**config.mk**
```make
export PLATFORM = sky130hd
export DESIGN_NAME = seq_bit_serializer
export DESIGN_NICKNAME = d
export VERILOG_FILES = /design/src/rtl/seq_bit_serializer.sv
export SDC_FILE = /design/constraint.sdc
export NUM_CORES = 1
export LEC_CHECK = 0
export BUFFER_PORTS_ARGS = -buffer_cell sky130_fd_sc_hd__buf_2
export CORE_MARGIN = 2
export CORE_UTILIZATION = 45
export DETAILED_ROUTE_END_ITERATION = 10
export PLACE_DENSITY = 0.69
export SETUP_SLACK_MARGIN = 0.3
export SYNTH_ARGS = -nofsm -noshare
export SYNTH_HDL_FRONTEND = slang
export SYNTH_SLANG_ARGS = --single-unit
```
**constraint.sdc**
```tcl
create_clock -name clock -period 1.8 [get_ports clock]
set_input_delay 0.09 -clock clock [delete_from_list [all_inputs] [get_ports clock]]
set_output_delay 0.09 -clock clock [all_outputs]
set_load 0.05 [all_outputs]
```
**src/rtl/seq_bit_serializer.sv**
```systemverilog
// rtl/seq_bit_serializer.sv - MSB-first parallel-to-serial front end with valid/ready word load
//
// Ports:
//   clock        rising-edge clock
//   reset        asynchronous active-high reset
//   load_data    WIDTH-bit word, sampled only on an accepted load
//   load_valid   upstream offers a word
//   load_ready   a word can be accepted this cycle (decoded from registered state)
//   serial_out   registered serial line, MSB first; IDLE_BIT between words
//   serial_valid registered flag: serial_out carries a word bit
//   busy         a word is being shifted (same as serial_valid)
//   word_done    high while the LSB of a word is on serial_out
module seq_bit_serializer #(
    parameter int   WIDTH    = 8,
    parameter logic IDLE_BIT = 1'b0
) (
    input  logic             clock,
    input  logic             reset,
    input  logic [WIDTH-1:0] load_data,
    input  logic             load_valid,
    output logic             load_ready,
    output logic             serial_out,
    output logic             serial_valid,
    output logic             busy,
    output logic             word_done
);
    localparam int            CW   = $clog2(WIDTH);
    localparam logic [CW-1:0] LAST = CW'(WIDTH - 1);
    localparam logic [CW-1:0] ONE  = CW'(1);

    typedef enum logic {
        ST_IDLE  = 1'b0,
        ST_SHIFT = 1'b1
    } state_t;

    state_t           state, state_nxt;
    logic [WIDTH-1:0] sr, sr_nxt;
    logic [CW-1:0]    cnt, cnt_nxt;
    logic             out_nxt;
    logic             valid_nxt;
    logic             on_last;
    logic             accept;

    // The LSB is on the line exactly when the counter has reached its last value.
    assign on_last    = (state == ST_SHIFT) && (cnt == LAST);
    assign load_ready = (state == ST_IDLE) || on_last;
    assign word_done  = on_last;
    assign busy       = serial_valid;
    assign accept     = load_valid && load_ready;

    always_ff @(posedge clock or posedge reset) begin
        if (reset) begin
            state        <= ST_IDLE;
            sr           <= '0;
            cnt          <= '0;
            serial_out   <= IDLE_BIT;
            serial_valid <= 1'b0;
        end else begin
            state        <= state_nxt;
            sr           <= sr_nxt;
            cnt          <= cnt_nxt;
            serial_out   <= out_nxt;
            serial_valid <= valid_nxt;
        end
    end

    always_comb begin
        state_nxt = state;
        sr_nxt    = sr;
        cnt_nxt   = cnt;
        out_nxt   = serial_out;
        valid_nxt = serial_valid;
        if (accept) begin
            // Loading on the last-bit edge chains the next MSB straight after the LSB.
            state_nxt = ST_SHIFT;
            sr_nxt    = load_data;
            cnt_nxt   = '0;
            out_nxt   = load_data[WIDTH-1];
            valid_nxt = 1'b1;
        end else if (state == ST_SHIFT) begin
            if (cnt == LAST) begin
                state_nxt = ST_IDLE;
                out_nxt   = IDLE_BIT;
                valid_nxt = 1'b0;
            end else begin
                // Rotate rather than shift in zeros: the top bit only ever feeds the
                // line via the next position, and nothing reads the bits wrapped below.
                sr_nxt  = {sr[WIDTH-2:0], sr[WIDTH-1]};
                cnt_nxt = cnt + ONE;
                out_nxt = sr[WIDTH-2];
            end
        end
    end
endmodule
```
==> impl_results.md, run 1 <==
- Status: completed
- Die area: 1820 µm²
- Initial core utilization: 50.0%
- Synth Area per Inst: 10.9 µm²
- Crit. End Element: primary output
- Count leader, synth: dfrtp_1
- Crit Reg-Reg Startpoint: cnt[0]
- Hold path start: load_data[3]
- GPL Wtd Cong: 0.679
- Number of synthesized flops with an enable pin: 0
- Die W: 42.7 µm
- Post-route minimum period: 1.48 ns
- Clock Power Share: 14.2%
- Placed inst area: 739 µm²
- Maxcap violations: 0
- Hold WS: 0.0843 ns
- Initial antenna violation count: 0
- Switching portion of total power: 41.6%
- Arrival @ worst endpoint: 1.39 ns
- Synth cell types: 18
- Post-synth top cells: dfrtp_1 (14), nand2_1 (10), mux2i_1 (8), o21ai_1 (8), nand2b_1 (4)
- DRC viols: 0
- Top_reg_cell synth: dfrtp_1
- CP Class: reg2out
- CP Cell Sequence: ha_2, ha_4, nor2b_4, inv_4, buf_8
- Port bufs: 15
- Syn nets: 75
- Clock sink count: 14
- Antenna viol nets, final: 0
- Root Buffer: clkbuf_4
- Number of top-level pins: 16
- Synth top area cells: dfrtp_1 (52%), mux2i_1 (12%), o21ai_1 (5.9%)
- Synth top area share: 51.9%
- Relative slew slack: 64.0%
- Tot Pwr: 1.58 mW
- Peak supply drop: 0.00100 V
- N_diodes: 0
- Max FO, Critical Path: 6
- Placeable core region: 1350 µm²
- Critical R2R Capture: cnt[2]
- Global route overflow: 0
- Chip height: 42.7 µm
- Fin crit share: 82.5%
- Synth async-reset ratio: 100%
- First-pass GRT wire length: 1990 µm
- Reg2Reg Setup Slack: 0.34 ns
- Final hold vios: 0
- R2R depth: 6
- Max H-tree Level: 1
- Internal power: 0.921 mW
- Register area share after synthesis: 51.9%
- CP required: 1.71 ns
- Slew Viols, Final: 0
- Max Fclk: 674 MHz
- Crit start category: flip-flop
- Vias per cell: 5.08
- Layout Nets: 96
- Pin count of the biggest net entering global routing: 15
- Post-synthesis cell area: 674 µm²
- RSZ-0062 raised after global routing: true
- DRT Pass-1 Iters: 6
- Hold path depth: 3
- Worst-Skew Late Latency: 0.28 ns
- Worst-Margin Slew: 0.539 ns
- Yosys reg bits: 14
- Row cnt: 13
- Vias: 493
- CTS clk-pin slew, worst paths: 0.08 ns
- Total negative setup slack: 0 ns
- Seq pwr share: 36.1%
- Min-Delay Path Class: in2reg
- Leakage: 0.434 nW
- Design Area, Final: 842 µm²
- DRT iter0 DRCs: 3
- Crit-path leading delay family: flip-flops
- CTS max path bufs: 2
- Final setup fails: 0
- DP Cell Count: 89
- Buf/Inv on CP: 2
- Cell count after synthesis: 62
- CTS tree: yes
- Post-synth top area cell: dfrtp_1
- Final WL: 1250 µm
- DP HPWL: 787 µm
- Total GRT Usage: 15.3%
- PwrDens: 1870 nW/µm²
- Clock skew: 0.00318 ns
- Non-Filler Instances: 97
- Vias in the first global route: 481
- Critical Path Slowest Stage Cell: dfrtp_1
- Syn. warnings: 0
- Max incr delay on CP: 0.39 ns
- Share of layout cells above drive strength 1: 35.4%
- Routed wire per std cell: 12.9 µm
- Sink of the worst hold path: sr[3]
- Comb pwr share: 49.6%
- Switching power: 0.655 mW
- Area grow syn2layout: 24.9%
- Num CTS Buffers: 3
-- layer usage --
metal / vias up / global-route usage, % / wire [µm]
li1: 248 / - / -
met2: 12 / 24.8 / 580
met3: 2 / 7.66 / 70
met4: 0 / 5.63 / 18
met5: - / 0 / 0
met1: 231 / 16.9 / 584
-- worst max path at each step --
stage                       endpoint  slack (ns)    from  depth (start not counted)
after detailed placement      cnt[1]        0.30  cnt[0]                          5
after global routing      load_ready        0.24  cnt[0]                          5
after global placement        cnt[1]        0.34  cnt[0]                          5
after CTS                 load_ready        0.31  cnt[0]                          5
final                     load_ready        0.32  cnt[0]                          5
after floorplan                 busy        0.40  cnt[0]                          5
-- worst min-delay path: stages --
cell and delay (ns):
buf_2 0.07, mux2i_1 0.05, o21ai_1 0.11
-- logic make-up (layout without fill, tap and decap cells) --
group                      after synthesis  after routing  share of synthesized area, %
DFF                                     14             14                          51.9
AOI/OAI and AO/OA                       13             13                          11.5
muxes                                    8              8                          11.9
buffers and inverters                    6             26                          6.68
and+or+nand+nor                         19             19                          14.3
adders and majority gates                2              2                          3.71
-- placed cells by master (no fill, tap or decap), drive strengths merged, types with 2 or more instances in the layout --
cell type  instances
buf               19
dfrtp             14
nand2             10
o21ai             10
mux2i              8
nand2b             4
clkbuf             4
nor2               2
nor2b              2
inv                2
ha                 2
-- area by class of cell --
type                            instances  area, µm²
Clock buffer                            4       36.3
Fill cell                             119        508
Inverter                                2       10.0
Multi-Input combinational cell         42        295
Sequential cell                        14        350
Tap cell                               15       18.8
Timing Repair Buffer                   20        131
-- registers in the layout, indices dropped and copies added, names as in the netlist --
name and cells:
busy 1, state 1, serial_out 1, cnt 3, sr 8
-- power by group through the flow --
| stage | combinational (mW) | clock, mW | sequential [mW] |
|---|---|---|---|
| floorplan | 0.498 | 0 | 0.615 |
| global placement | 0.643 | 0 | 0.562 |
| detailed placement | 0.654 | 0 | 0.567 |
| CTS | 0.717 | 0.232 | 0.559 |
| global route | 0.848 | 0.247 | 0.587 |
| finish | 0.782 | 0.224 | 0.570 |
-- timing repair --
action / in CTS / in global routing
hold buffers: 1 / 0
setup endpoints to repair: 3 / 8
gates resized for setup: 5 / 4
setup buffers: 2 / 1
endpoints found under the hold margin: 14 / 0
-- per-stage QoR --
stage	setup slack [ns]	util (%)
detailed placement	0.300	54.8
global placement	0.344	54.8
floorplan	0.403	-
global route	0.239	62.4
CTS	0.306	60.4
finish	0.316	62.4
(Power assumes the default switching activity.)
==> run 2, diff against run 1 <==
PLACE_DENSITY = 0.71   (was 0.69)
clock period = 1.3 ns   (was 1.8 ns; I/O delays follow)
==> impl_results.md, run 2 (synthesized netlist as in run 1, its figures left out) <==
- DP Cell Count: 91 (+2.2%)
- Max FO, Critical Path: 2 (-4)
- Clock sink count: 14 (unchanged)
- Placed inst area: 776 µm² (+4.9%)
- Tot Pwr: 2.24 mW (+42%)
- PwrDens: 2540 nW/µm² (+35%)
- Routed wire per std cell: 12.6 µm (-2.7%)
- Root Buffer: clkbuf_4
- CTS clk-pin slew, worst paths: 0.08 ns (about the same)
- Chip height: 42.7 µm (unchanged)
- CP required: 1.24 ns (-0.47 ns)
- Commonest non-fill, non-tap cell in the layout: dfrtp_1
- DP HPWL: 851 µm (+8.1%)
- First-pass GRT wire length: 2200 µm (+10%)
- Crit start category: flip-flop
- Maxcap violations: 0 (unchanged)
- Failing checks: setup timing
- DRT iter0 DRCs: 8 (+5)
- Slew Viols, Final: 0 (unchanged)
- Worst-Margin Slew: 0.526 ns (-0.0133 ns)
- Placeable core region: 1350 µm² (unchanged)
- N_diodes: 0 (unchanged)
- Leakage: 0.448 nW (+3.2%)
- RSZ-0062 raised after global routing: true
- Design Area, Final: 882 µm² (+4.8%)
- Global route overflow: 0 (unchanged)
- Max H-tree Level: 1 (unchanged)
- Non-Filler Instances: 98 (+1.0%)
- Final setup fails: 15 (+15)
- Pin count of the biggest net entering global routing: 15 (unchanged)
- Fin crit share: 110%
- Die W: 42.7 µm (unchanged)
- Total GRT Usage: 16.5% (+1.3 points)
- Row cnt: 13 (unchanged)
- Util after Layout: 65.3% (+3.0 points)
- Min-Delay Path Class: in2reg
- Number of top-level pins: 16 (unchanged)
- Status: complete, but fails checks
- Vias: 500 (+1.4%)
- Final WL: 1230 µm (-1.7%)
- CP Class: reg2out
- Area grow syn2layout: 30.8%
- Hold path depth: 3 (unchanged)
- Die area: 1820 µm² (unchanged)
- Post-route minimum period: 1.43 ns
- Final hold vios: 0 (unchanged)
- Vias in the first global route: 507 (+5.4%)
- Commonest cells after routing, fill and taps aside: dfrtp_1 (14), nand2_1 (10), buf_2 (10)
- Largest Register: sr
- Max Fclk: 701 MHz
- Total negative setup slack: -1.03 ns (-1.03 ns)
- Share of layout cells above drive strength 1: 38.6% (+3.2 points)
- GPL Wtd Cong: 0.686 (+1.1%)
- Antenna viol nets, final: 0 (unchanged)
- Vias per cell: 5.10 (+0.38%)
- R2R depth: 6 (unchanged)
- Port bufs: 15 (unchanged)
- Initial antenna violation count: 0 (unchanged)
- Relative slew slack: 64.9% (+0.89 points)
- Clock skew: 0.00375 ns (+0.000574 ns)
- Arrival @ worst endpoint: 1.36 ns (-0.03 ns)
- Initial core utilization: 50.0% (unchanged)
- Min setup slack post-route: -0.127 ns (-0.443 ns)
- Largest registers: sr (8), cnt (3)
- Crit. End Element: primary output
- CTS tree: yes
- CTS max path bufs: 2 (unchanged)
- Peak supply drop: 0.00156 V (+56%)
- Max reg flops: 8 (unchanged)
- Worst-Skew Late Latency: 0.27 ns (about the same)
- DRC viols: 0 (unchanged)
- Layout Nets: 98 (+2.1%)
- DRT Pass-1 Iters: 3 (-3)
- Num CTS Buffers: 3 (unchanged)
==> run 2: cell count changes in the layout (fill, tap and decap cells not counted), sizes merged <==
cell	delta
clkbuf	-1
buf	+2
==> run 2: worst max-delay path: stages, from the launching register on <==
cell,delay [ns]
dfrtp_1,0.42
ha_4,0.18
ha_4,0.16
nor2b_4,0.15
inv_6,0.04
buf_8,0.14
==> run 2: layout make-up <==
class                      instances  area (µm²)
clock buffer                       3        22.5
timing repair buffer              22         161
tap                               15        18.8
sequential                        14         350
inverter                           2        12.5
fill                             114         468
multi-input combinational         42         317
==> run 2: stage by stage <==
step	worst slack, ns	hold WS (ns)
global route	-0.194	0.0632
CTS	-0.149	0.0599
global placement	0.0117	0.131
floorplan	0.0123	-0.0458
finish	-0.127	0.0651
detailed placement	-0.0491	0.129
==> run 2: worst paths after layout <==
kind / endpoint / slack, ns / startpoint
hold reg to reg: sr[6] / 0.50 / sr[5]
min in group asynchronous: sr[3] / 0.39 / reset
setup reg to reg: busy / -0.09 / cnt[1]
max in group asynchronous: sr[0] / 0.56 / reset
setup / recovery: load_ready / -0.13 / cnt[1]
hold / removal: sr[4] / 0.07 / load_data[4]
==> run 2: timing repair <==
item	in CTS	in global routing
hold buffers	1	0
buffers inserted	2	1
endpoints found under the setup margin	18	16
endpoints found under the hold margin	14	0
gates resized for setup	10	4
pin swaps	2	0
==> run 2: report_power, final <==
group	switching (mW)	internal (mW)
sequential	0.151	0.649
clock	0.131	0.107
combinational	0.639	0.561
==> run 2: per-layer routing <==
layer,global-route usage [%],part of all wire (%)
met5,0,0
met1,18.6,42
met3,8.09,5.5
met4,3.75,1.2
met2,27.9,51
